===== config.mk =====
export PLATFORM = sky130hd
export DESIGN_NAME = divmod_arbiter_flat
export DESIGN_NICKNAME = d
export VERILOG_FILES = /design/src/rtl/divmod_arbiter_if.sv /design/src/rtl/divmod_arbiter.sv /design/src/flat_wrapper.sv
export SDC_FILE = /design/constraint.sdc
export NUM_CORES = 1
export LEC_CHECK = 0
export CORE_ASPECT_RATIO = 1.1
export CORE_MARGIN = 3
export CORE_UTILIZATION = 40
export DETAILED_ROUTE_END_ITERATION = 8
export MAX_ROUTING_LAYER = met4
export PLACE_DENSITY_LB_ADDON = 0.3
export SYNTH_ARGS = -nofsm -noshare
export SYNTH_HDL_FRONTEND = slang
export SYNTH_SLANG_ARGS = --single-unit

===== constraint.sdc =====
create_clock -name clk -period 2 [get_ports clk]
set_input_delay 0.2 -clock clk [delete_from_list [all_inputs] [get_ports clk]]
set_output_delay 0.2 -clock clk [all_outputs]
set_load 0.05 [all_outputs]

===== src/rtl/divmod_arbiter_if.sv =====
// Handshake bundle between two requesters, the arbiter and one divmod unit.
// slave: arbiter side (requester req/a/b in, results out, divmod go/rst/a/b out);
// master: environment side (requesters and the divmod instance).
interface divmod_arbiter_if #(
    parameter int WIDTH = 16
);
    logic             req0;
    logic [WIDTH-1:0] a0;
    logic [WIDTH-1:0] b0;
    logic             done0;
    logic [WIDTH-1:0] div0;
    logic [WIDTH-1:0] mod0;
    logic             err0;
    logic             req1;
    logic [WIDTH-1:0] a1;
    logic [WIDTH-1:0] b1;
    logic             done1;
    logic [WIDTH-1:0] div1;
    logic [WIDTH-1:0] mod1;
    logic             err1;
    logic             timeout;
    logic             busy;
    logic             dm_go;
    logic             dm_rst;
    logic [WIDTH-1:0] dm_a;
    logic [WIDTH-1:0] dm_b;
    logic             dm_ready;
    logic             dm_error;
    logic [WIDTH-1:0] dm_div;
    logic [WIDTH-1:0] dm_mod;

    modport slave (
        input  req0, a0, b0, req1, a1, b1,
        input  dm_ready, dm_error, dm_div, dm_mod,
        output done0, div0, mod0, err0,
        output done1, div1, mod1, err1,
        output timeout, busy,
        output dm_go, dm_rst, dm_a, dm_b
    );

    modport master (
        output req0, a0, b0, req1, a1, b1,
        output dm_ready, dm_error, dm_div, dm_mod,
        input  done0, div0, mod0, err0,
        input  done1, div1, mod1, err1,
        input  timeout, busy,
        input  dm_go, dm_rst, dm_a, dm_b
    );
endinterface


===== src/rtl/divmod_arbiter.sv =====
// Round-robin scheduler sharing one divmod unit between two requesters.
// Ports: clk, rst (sync, active-high), bus (divmod_arbiter_if.slave).
module divmod_arbiter #(
    parameter int WIDTH_LOG = 4,
    parameter int TIMEOUT   = 255
) (
    input  logic           clk,
    input  logic           rst,
    divmod_arbiter_if.slave bus
);
    localparam int WIDTH = 1 << WIDTH_LOG;
    localparam int CW    = (TIMEOUT < 2) ? 1 : $clog2(TIMEOUT + 1);
    localparam logic [CW-1:0] TMAX = CW'(TIMEOUT);

    typedef enum logic [1:0] {IDLE, ISSUE, WAIT, DONE} state_t;

    state_t           state_q;
    logic             owner_q;
    logic             last_q;
    logic [WIDTH-1:0] a_q;
    logic [WIDTH-1:0] b_q;
    logic             go_q;
    logic             abort_q;
    logic             done0_q;
    logic             done1_q;
    logic [WIDTH-1:0] div0_q;
    logic [WIDTH-1:0] mod0_q;
    logic             err0_q;
    logic [WIDTH-1:0] div1_q;
    logic [WIDTH-1:0] mod1_q;
    logic             err1_q;
    logic             tout_q;
    logic [CW-1:0]    cnt_q;

    logic             grant_v;
    logic             grant_id;
    logic [CW-1:0]    cnt_inc;
    logic             fin;
    logic             f_err;
    logic             f_tout;
    logic [WIDTH-1:0] f_div;
    logic [WIDTH-1:0] f_mod;

    // On a tie the requester that did not win last time gets the grant.
    always_comb begin
        grant_v  = bus.req0 | bus.req1;
        grant_id = bus.req1;
        if (bus.req0 && bus.req1) begin
            grant_id = ~last_q;
        end
    end

    // Completion of the WAIT state: either divmod answered or the
    // watchdog expired; the answer wins if both happen together.
    always_comb begin
        cnt_inc = cnt_q + 1'b1;
        fin     = 1'b0;
        f_err   = 1'b0;
        f_tout  = 1'b0;
        f_div   = '0;
        f_mod   = '0;
        if (state_q == WAIT) begin
            if (bus.dm_ready) begin
                fin = 1'b1;
                if (bus.dm_error) begin
                    f_err = 1'b1;
                end else begin
                    f_div = bus.dm_div;
                    f_mod = bus.dm_mod;
                end
            end else if (TIMEOUT != 0 && cnt_inc == TMAX) begin
                fin    = 1'b1;
                f_err  = 1'b1;
                f_tout = 1'b1;
            end
        end
    end

    always_ff @(posedge clk) begin
        if (rst) begin
            state_q <= IDLE;
            owner_q <= 1'b0;
            last_q  <= 1'b1;
            a_q     <= '0;
            b_q     <= '0;
            go_q    <= 1'b0;
            abort_q <= 1'b0;
            done0_q <= 1'b0;
            done1_q <= 1'b0;
            div0_q  <= '0;
            mod0_q  <= '0;
            err0_q  <= 1'b0;
            div1_q  <= '0;
            mod1_q  <= '0;
            err1_q  <= 1'b0;
            tout_q  <= 1'b0;
            cnt_q   <= '0;
        end else begin
            go_q    <= 1'b0;
            abort_q <= 1'b0;
            done0_q <= 1'b0;
            done1_q <= 1'b0;
            unique case (state_q)
                IDLE: begin
                    if (grant_v) begin
                        owner_q <= grant_id;
                        last_q  <= grant_id;
                        a_q     <= grant_id ? bus.a1 : bus.a0;
                        b_q     <= grant_id ? bus.b1 : bus.b0;
                        go_q    <= 1'b1;
                        state_q <= ISSUE;
                    end
                end
                ISSUE: begin
                    cnt_q   <= '0;
                    state_q <= WAIT;
                end
                WAIT: begin
                    if (fin) begin
                        if (owner_q) begin
                            div1_q  <= f_div;
                            mod1_q  <= f_mod;
                            err1_q  <= f_err;
                            done1_q <= 1'b1;
                        end else begin
                            div0_q  <= f_div;
                            mod0_q  <= f_mod;
                            err0_q  <= f_err;
                            done0_q <= 1'b1;
                        end
                        tout_q  <= f_tout;
                        abort_q <= f_tout;
                        state_q <= DONE;
                    end else begin
                        cnt_q <= cnt_inc;
                    end
                end
                DONE: begin
                    state_q <= IDLE;
                end
                default: state_q <= IDLE;
            endcase
        end
    end

    assign bus.done0   = done0_q;
    assign bus.div0    = div0_q;
    assign bus.mod0    = mod0_q;
    assign bus.err0    = err0_q;
    assign bus.done1   = done1_q;
    assign bus.div1    = div1_q;
    assign bus.mod1    = mod1_q;
    assign bus.err1    = err1_q;
    assign bus.timeout = tout_q;
    assign bus.busy    = (state_q != IDLE);
    assign bus.dm_go   = go_q;
    assign bus.dm_rst  = rst | abort_q;
    assign bus.dm_a    = a_q;
    assign bus.dm_b    = b_q;
endmodule


===== src/flat_wrapper.sv =====
// flat-port wrapper written by rule: the top's interface ports become plain ports
module divmod_arbiter_flat 
#(
    parameter int WIDTH_LOG = 4,
    parameter int TIMEOUT   = 255
)
  (clk, rst, bus_req0, bus_a0, bus_b0, bus_req1, bus_a1, bus_b1, bus_dm_ready, bus_dm_error, bus_dm_div, bus_dm_mod, bus_done0, bus_div0, bus_mod0, bus_err0, bus_done1, bus_div1, bus_mod1, bus_err1, bus_timeout, bus_busy, bus_dm_go, bus_dm_rst, bus_dm_a, bus_dm_b);
  divmod_arbiter_if #(.WIDTH((16))) bus_i ();
  input  logic clk;
  input  logic rst;
  input wire logic [$bits(bus_i.req0)-1:0] bus_req0;
  input wire logic [$bits(bus_i.a0)-1:0] bus_a0;
  input wire logic [$bits(bus_i.b0)-1:0] bus_b0;
  input wire logic [$bits(bus_i.req1)-1:0] bus_req1;
  input wire logic [$bits(bus_i.a1)-1:0] bus_a1;
  input wire logic [$bits(bus_i.b1)-1:0] bus_b1;
  input wire logic [$bits(bus_i.dm_ready)-1:0] bus_dm_ready;
  input wire logic [$bits(bus_i.dm_error)-1:0] bus_dm_error;
  input wire logic [$bits(bus_i.dm_div)-1:0] bus_dm_div;
  input wire logic [$bits(bus_i.dm_mod)-1:0] bus_dm_mod;
  output wire logic [$bits(bus_i.done0)-1:0] bus_done0;
  output wire logic [$bits(bus_i.div0)-1:0] bus_div0;
  output wire logic [$bits(bus_i.mod0)-1:0] bus_mod0;
  output wire logic [$bits(bus_i.err0)-1:0] bus_err0;
  output wire logic [$bits(bus_i.done1)-1:0] bus_done1;
  output wire logic [$bits(bus_i.div1)-1:0] bus_div1;
  output wire logic [$bits(bus_i.mod1)-1:0] bus_mod1;
  output wire logic [$bits(bus_i.err1)-1:0] bus_err1;
  output wire logic [$bits(bus_i.timeout)-1:0] bus_timeout;
  output wire logic [$bits(bus_i.busy)-1:0] bus_busy;
  output wire logic [$bits(bus_i.dm_go)-1:0] bus_dm_go;
  output wire logic [$bits(bus_i.dm_rst)-1:0] bus_dm_rst;
  output wire logic [$bits(bus_i.dm_a)-1:0] bus_dm_a;
  output wire logic [$bits(bus_i.dm_b)-1:0] bus_dm_b;
  assign bus_i.req0 = bus_req0;
  assign bus_i.a0 = bus_a0;
  assign bus_i.b0 = bus_b0;
  assign bus_i.req1 = bus_req1;
  assign bus_i.a1 = bus_a1;
  assign bus_i.b1 = bus_b1;
  assign bus_i.dm_ready = bus_dm_ready;
  assign bus_i.dm_error = bus_dm_error;
  assign bus_i.dm_div = bus_dm_div;
  assign bus_i.dm_mod = bus_dm_mod;
  assign bus_done0 = bus_i.done0;
  assign bus_div0 = bus_i.div0;
  assign bus_mod0 = bus_i.mod0;
  assign bus_err0 = bus_i.err0;
  assign bus_done1 = bus_i.done1;
  assign bus_div1 = bus_i.div1;
  assign bus_mod1 = bus_i.mod1;
  assign bus_err1 = bus_i.err1;
  assign bus_timeout = bus_i.timeout;
  assign bus_busy = bus_i.busy;
  assign bus_dm_go = bus_i.dm_go;
  assign bus_dm_rst = bus_i.dm_rst;
  assign bus_dm_a = bus_i.dm_a;
  assign bus_dm_b = bus_i.dm_b;
  divmod_arbiter #(.WIDTH_LOG(WIDTH_LOG), .TIMEOUT(TIMEOUT)) u_core (.clk(clk), .rst(rst), .bus(bus_i));
endmodule

# [After elaboration in Yosys (flattened, before gate mapping)]
# Index checks and enable logic that the tools add are counted.
[op_classes] addsub=1 mul=0 n_div=0 magnitude_cmp=0 eq_ne=7 shift=0 n_mux=21 bitwise=7 n_reduce_logical=12
[op_table] operator="$mux W16" count=6
[op_table] operator="$pmux W8 S2" count=1
[op_table] operator="$mux W1" count=10
[op_table] operator="$add A8 B1 Y8 const B" count=1
[op_table] operator="$eq A8 B8 Y1 const B" count=1
[op_table] operator="$mux W8" count=1
[op_table] operator="$pmux W2 S4" count=1
[op_table] operator="$reduce_and A2 Y1" count=4
[op_table] operator="$reduce_and A3 Y1" count=2
[op_table] operator="$not A1 Y1" count=5
[op_table] operator="$eq A2 B2 Y1 const B" count=2
[op_table] operator="$mux W2" count=2
[op_table] operator="$ne A2 B1 Y1 const B" count=2
[op_table] operator="$reduce_bool A2 Y1" count=2
[op_table] operator="$reduce_or A3 Y1" count=1
[op_table] operator="$eq A2 B1 Y1 const B" count=1
[op_table] operator="$logic_not A2 Y1" count=1
[op_table] operator="$ne A2 B2 Y1 const B" count=1
[op_table] operator="$or A1 B1 Y1" count=2
[op_table] operator="$reduce_or A2 Y1" count=1
[op_table] operator="$logic_and A1 B1 Y1" count=1
[totals] ff_bits=115 latch_bits=0 mem_bits_rw=0 rom_bits=0 in_bits=102 out_inout_bits=104 wordCells=65 memories=0

# [Longest topological paths before layout]
[depth] ltp_word=7 mapped_depth=10 ltp_nobuf=7

# [Worst setup path before layout]
# OpenSTA, ideal clock, no wires.
[synth_timing] path_kind="register to register" from="register u_core.state_q[0]" to="register u_core.a_q[15], in the netlist u_core.bus.dm_a[15]" setup_ns=0.087 arrival_time_ns=1.721 required_ns=1.913 slack_ns=0.192 path_stages_with_launch=8 n_path_buf=1 period_less_slack_ns=1.808 path_cell_list="dfxtp_1 > inv_1 > ha_1 > inv_1 > nor2_1 > buf_2 > nor2_1 > a211oi_1"
[synth_between] elab_chain_len=2
[synth_lines] item="start: declaration" line_no="divmod_arbiter.sv:17" source="state_t state_q;"
[synth_lines] item="start signal: assignment" line_no="divmod_arbiter.sv:81" source="state_q <= IDLE;"
[synth_lines] item="start signal: assignment" line_no="divmod_arbiter.sv:111" source="state_q <= ISSUE;"
[synth_lines] item="start signal: assignment" line_no="divmod_arbiter.sv:116" source="state_q <= WAIT;"
[synth_lines] item="$logic_not A2 Y1" line_no="divmod_arbiter.sv:103" source="unique case (state_q)"
[synth_lines] item="$reduce_and A2 Y1 (no line)"
[synth_lines] item="end signal: assignment" line_no="divmod_arbiter.sv:108" source="a_q <= grant_id ? bus.a1 : bus.a0;"
[synth_lines] item="end: declaration" line_no="divmod_arbiter.sv:20" source="logic [WIDTH-1:0] a_q;"
# Every way passes these cells.
# A chain may end at the register's enable or synchronous reset.

# [Final worst setup path]
[layout_timing] from="register u_core.cnt_q[1]" to="register u_core.mod1_q[2], in the netlist u_core.bus.mod1[2]"
[layout_between] elab_chain_len=6
[layout_lines] item="start: declaration" line_no="divmod_arbiter.sv:33" source="logic [CW-1:0] cnt_q;"
[layout_lines] item="start signal: assignment" line_no="divmod_arbiter.sv:135" source="cnt_q <= cnt_inc;"
[layout_lines] item="$add A8 B1 Y8" line_no="divmod_arbiter.sv:56" source="cnt_inc = cnt_q + 1'b1;"
[layout_lines] item="$eq A8 B8 Y1" line_no="divmod_arbiter.sv:71" source="end else if (TIMEOUT != 0 && cnt_inc == TMAX) begin"
[layout_lines] item="$mux W1" line_no="divmod_arbiter.sv:71"
[layout_lines] item="$mux W1" line_no="divmod_arbiter.sv:63" source="if (bus.dm_ready) begin"
[layout_lines] item="$mux W1" line_no="divmod_arbiter.sv:62" source="if (state_q == WAIT) begin"
[layout_lines] item="$reduce_and A3 Y1 (no line)"
[layout_lines] item="end signal: assignment" line_no="divmod_arbiter.sv:122" source="mod1_q <= f_mod;"
[layout_lines] item="end: declaration" line_no="divmod_arbiter.sv:30" source="logic [WIDTH-1:0] mod1_q;"
# Every way passes these cells.

==> flow_metrics.py <==
metrics = {
    "sta": {
        "drv_slew": 0,
        "clock_skew_ps": 7.996,
        "worst_pin_slew_ps": 567.0,
        "period_needed_ps": 1885,
        "fin_setup_tns_ps": 0,
        "setup_violations": 0,
        "relSlewSlack_pct": 62.08,
        "finalHoldViolCount": 0,
        "max_freq_ghz": 0.5304,
        "finalCritPeriodShare_pct": 94.26,
    },
    "floorplanning": {
        "die-area_um2": 14580,
        "start_util_pct": 41.30,
        "die_x_um": 115.4,
        "rows": 43,
        "io_pins": 206,
        "die_h_um": 126.3,
        "core_area_um2": 12750,
    },
    "yosys": {
        "synth-main-ff-cell": "dfxtp_1",
        "yosysUniqueCellTypes": 44,
        "yosysMostFrequentCell": "a21oi_1",
        "synthCells": 548,
        "synth_fp_nets": 654,
        "synth_top_area_share_pct": 43.72,
        "yosysWarnings": 0,
        "synthesis.area_um2": 5266,
        "ys_ff_latch": 115,
        "synth_top_cell_by_area": "dfxtp_1",
        "synth_async_sr_flop_share_pct": 0,
        "synth.area.top_cells": "dfxtp_1 (44%), a211oi_2 (14%), a21oi_1 (12%)",
        "seq_area_frac_synth_pct": 43.72,
        "synth_edf_count": 0,
        "synthTopCellsByCount": "a21oi_1 (131), dfxtp_1 (115), a211oi_2 (60), nor2_1 (44), a211oi_1 (34)",
        "synth_area_per_cell_um2": 9.610,
    },
    "placement": {
        "io_buffers": 205,
        "dp_hpwl_um": 10450,
        "gp_congestion": 0.8283,
        "placed_cell_area_um2": 7475,
    },
    "finish": {
        "drive_above_1_share_pct": 16.78,
        "fill_cells": 1033,
        "synthToLayoutAreaGrowth_pct": 55.00,
        "fin_nets": 844,
        "fin_area_um2": 8163,
        "antennaDiodeCount": 0,
    },
    "routing": {
        "drt_iter0_drc": 357,
        "drc": 0,
        "wirelength_um": 15100,
        "drtPass1Iterations": 4,
        "antenna_left": 0,
        "vias": 4940,
        "wl_per_cell_um": 16.62,
        "viasPerCell": 5.441,
    },
    "grt": {
        "grt_pass1_vias": 4868,
        "grt_max_degree": 65,
        "grt_pass1_wl_um": 24070,
        "antenna_found_initial": 0,
        "grt_use_total_pct": 20.94,
        "grt_overflow": 0,
    },
    "critical_path": {
        "slowest_delay_ps": 380,
        "cp_max_fo": 31,
        "worst_path_max_delay_cell": "dfxtp_1",
        "end_kind": "register",
        "required_ps": 2310,
        "crit_path_start_kind": "register",
        "worst_path_dominant_cell_family": "compound AO/OA/AOI/OAI gates",
        "crit_type": "reg -> reg",
        "path_buf_inv": 1,
        "cp.arrival_ps": 2200,
        "path_cells": "ha_1, nand3_2, o21a_1, o211ai_4, nand2_4, clkbuf_16, a211oi_2",
    },
    "pwr": {
        "power_switching_mw": 3.413,
        "power_frac_seq_pct": 30.0,
        "p_leak_nw": 2.857,
        "p_comb_share_pct": 35.4,
        "p_clk_share_pct": 34.6,
        "p_int_mw": 6.007,
        "swShare_pct": 36.23,
        "power_density_nw_per_um2": 1154,
        "peakVddDrop_mv": 0.7703,
    },
    "clocking": {
        "cts_made_buffers": 17,
        "cts.sinks": 115,
        "cts_buffer_depth": 2,
        "h-tree-depth": 4,
        "cts.hold.buffers_added": 0,
        "insertion_delay_ps": 400,
        "cts_tree": "yes",
        "post_cts_buffers": 0,
        "clock-root-buffer": "clkbuf_16",
        "path_clk_slew_ps": 50,
    },
    "job": {
        "drv_cap": 0,
    },
    "run_status": {
        "status": "finished, final reports clean",
    },
    "hold_path": {
        "hold_path_class": "in -> reg",
    },
}
==> worst paths after layout <==
check	startpoint	end	slack, ps	cells after the start
setup / recovery	u_core.cnt_q[1]$_SDFFE_PP0P_	u_core.bus.mod1[2]$_SDFFE_PP0P_	110	7
hold reg to reg	u_core.bus.err1$_SDFFE_PP0P_	u_core.bus.err1$_SDFFE_PP0P_	460	1
setup reg to reg	u_core.cnt_q[1]$_SDFFE_PP0P_	u_core.bus.mod1[2]$_SDFFE_PP0P_	110	7
hold / removal	rst	u_core.owner_q$_SDFFE_PP0P_	170	2
==> cells in the final DEF, fill, tap and decap left out, types with 2 or more instances in the layout <==
| master | instances |
|---|---|
| dfxtp_1 | 115 |
| nand3_1 | 6 |
| a311oi_1 | 2 |
| a211oi_1 | 34 |
| ha_1 | 3 |
| a211oi_2 | 60 |
| nand2b_1 | 3 |
| buf_12 | 6 |
| inv_1 | 10 |
| clkinv_2 | 4 |
| o221ai_1 | 3 |
| nor3_4 | 2 |
| bufinv_16 | 5 |
| clkbuf_16 | 18 |
| a21oi_1 | 131 |
| mux2i_1 | 33 |
| o21ai_0 | 5 |
| buf_4 | 10 |
| nor2b_1 | 2 |
| nor2_1 | 43 |
| clkdlybuf4s50_1 | 202 |
| clkinvlp_4 | 3 |
| nor3_1 | 4 |
| or2_2 | 3 |
| a32o_1 | 2 |
| nand2_1 | 11 |
| o21a_1 | 5 |
==> power groups by stage <==
| stage | Sequential, mW | Clock [mW] | Combinational (mW) |
|---|---|---|---|
| global placement | 2.85 | 0 | 3.28 |
| detailed placement | 2.87 | 0 | 3.32 |
| finish | 2.82 | 3.26 | 3.33 |
| global route | 2.87 | 3.44 | 3.55 |
| CTS | 2.83 | 3.33 | 3.34 |
| floorplan | 3.94 | 0 | 1.09 |
==> kinds of logic (layout without fill, tap and decap cells) <==
logic type / Yosys count / after routing / share of synthesized area (%)
buffers and inverters: 60 / 263 / 5.417
AO/OA/AOI/OAI: 251 / 251 / 35.57
flip-flops: 115 / 115 / 43.72
adder cells (fa/ha/maj): 4 / 4 / 0.9504
XOR/XNOR: 1 / 1 / 0.3089
AND/OR/NAND/NOR: 84 / 84 / 7.769
multiplexers: 33 / 33 / 6.272
==> metrics by stage <==
stage / hold WS (ps) / util, % / instances / power [mW] / setup slack [ps]
global placement: 437.2 / 58.62 / 875 / 6.130 / 177.6
floorplan: 380.9 / - / 548 / 5.031 / 192.4
finish: 165.4 / 64.02 / 908 / 9.420 / 114.7
global route: 188.3 / 64.02 / 908 / 9.856 / -4.538
detailed placement: 451.9 / 58.62 / 875 / 6.193 / 88.04
CTS: 156.3 / 63.63 / 907 / 9.501 / 59.95
==> routing by layer <==
layer / track usage, % / part of all wire [%] / vias up
met3: 6.345 / 8.4 / 15
li1: - / - / 2424
met2: 33.86 / 49 / 204
met4: 6.492 / 1.2 / 0
met1: 25.01 / 41 / 2297
met5: - / 0 / -
==> flip-flops by register name, summed over array words and instances (netlist names), 2 cells and up <==
signal           cells
u_core.bus.div0     16
u_core.bus.div1     16
u_core.bus.dm_a     16
u_core.bus.dm_b     16
u_core.bus.mod0     16
u_core.bus.mod1     16
u_core.cnt_q         8
u_core.state_q       2
==> what timing repair did <==
item	CTS	global route
resized for setup	0	4
setup endpoints to repair	0	63
endpoints found under the hold margin	0	0
==> worst register-to-register path, stage by stage, from the launching register on <==
cell and delay [ps]:
dfxtp_1 380, ha_1 230, nand3_2 130, o21a_1 240, o211ai_4 230, nand2_4 130, clkbuf_16 260, a211oi_2 220
==> area by class of cell <==
cell class / instances / area [um^2] / share of cell area, %
multi-input combinational: 373 / 2714 / 33.25
sequential: 115 / 2302 / 28.20
timing repair buffer: 220 / 2270 / 27.81
clock buffer: 18 / 429.2 / 5.258
clock inverter: 14 / 210.2 / 2.575
tap: 157 / 196.4 / 2.406
inverter: 11 / 41.29 / 0.5058
No activity file was read; power rests on OpenSTA's default activity.
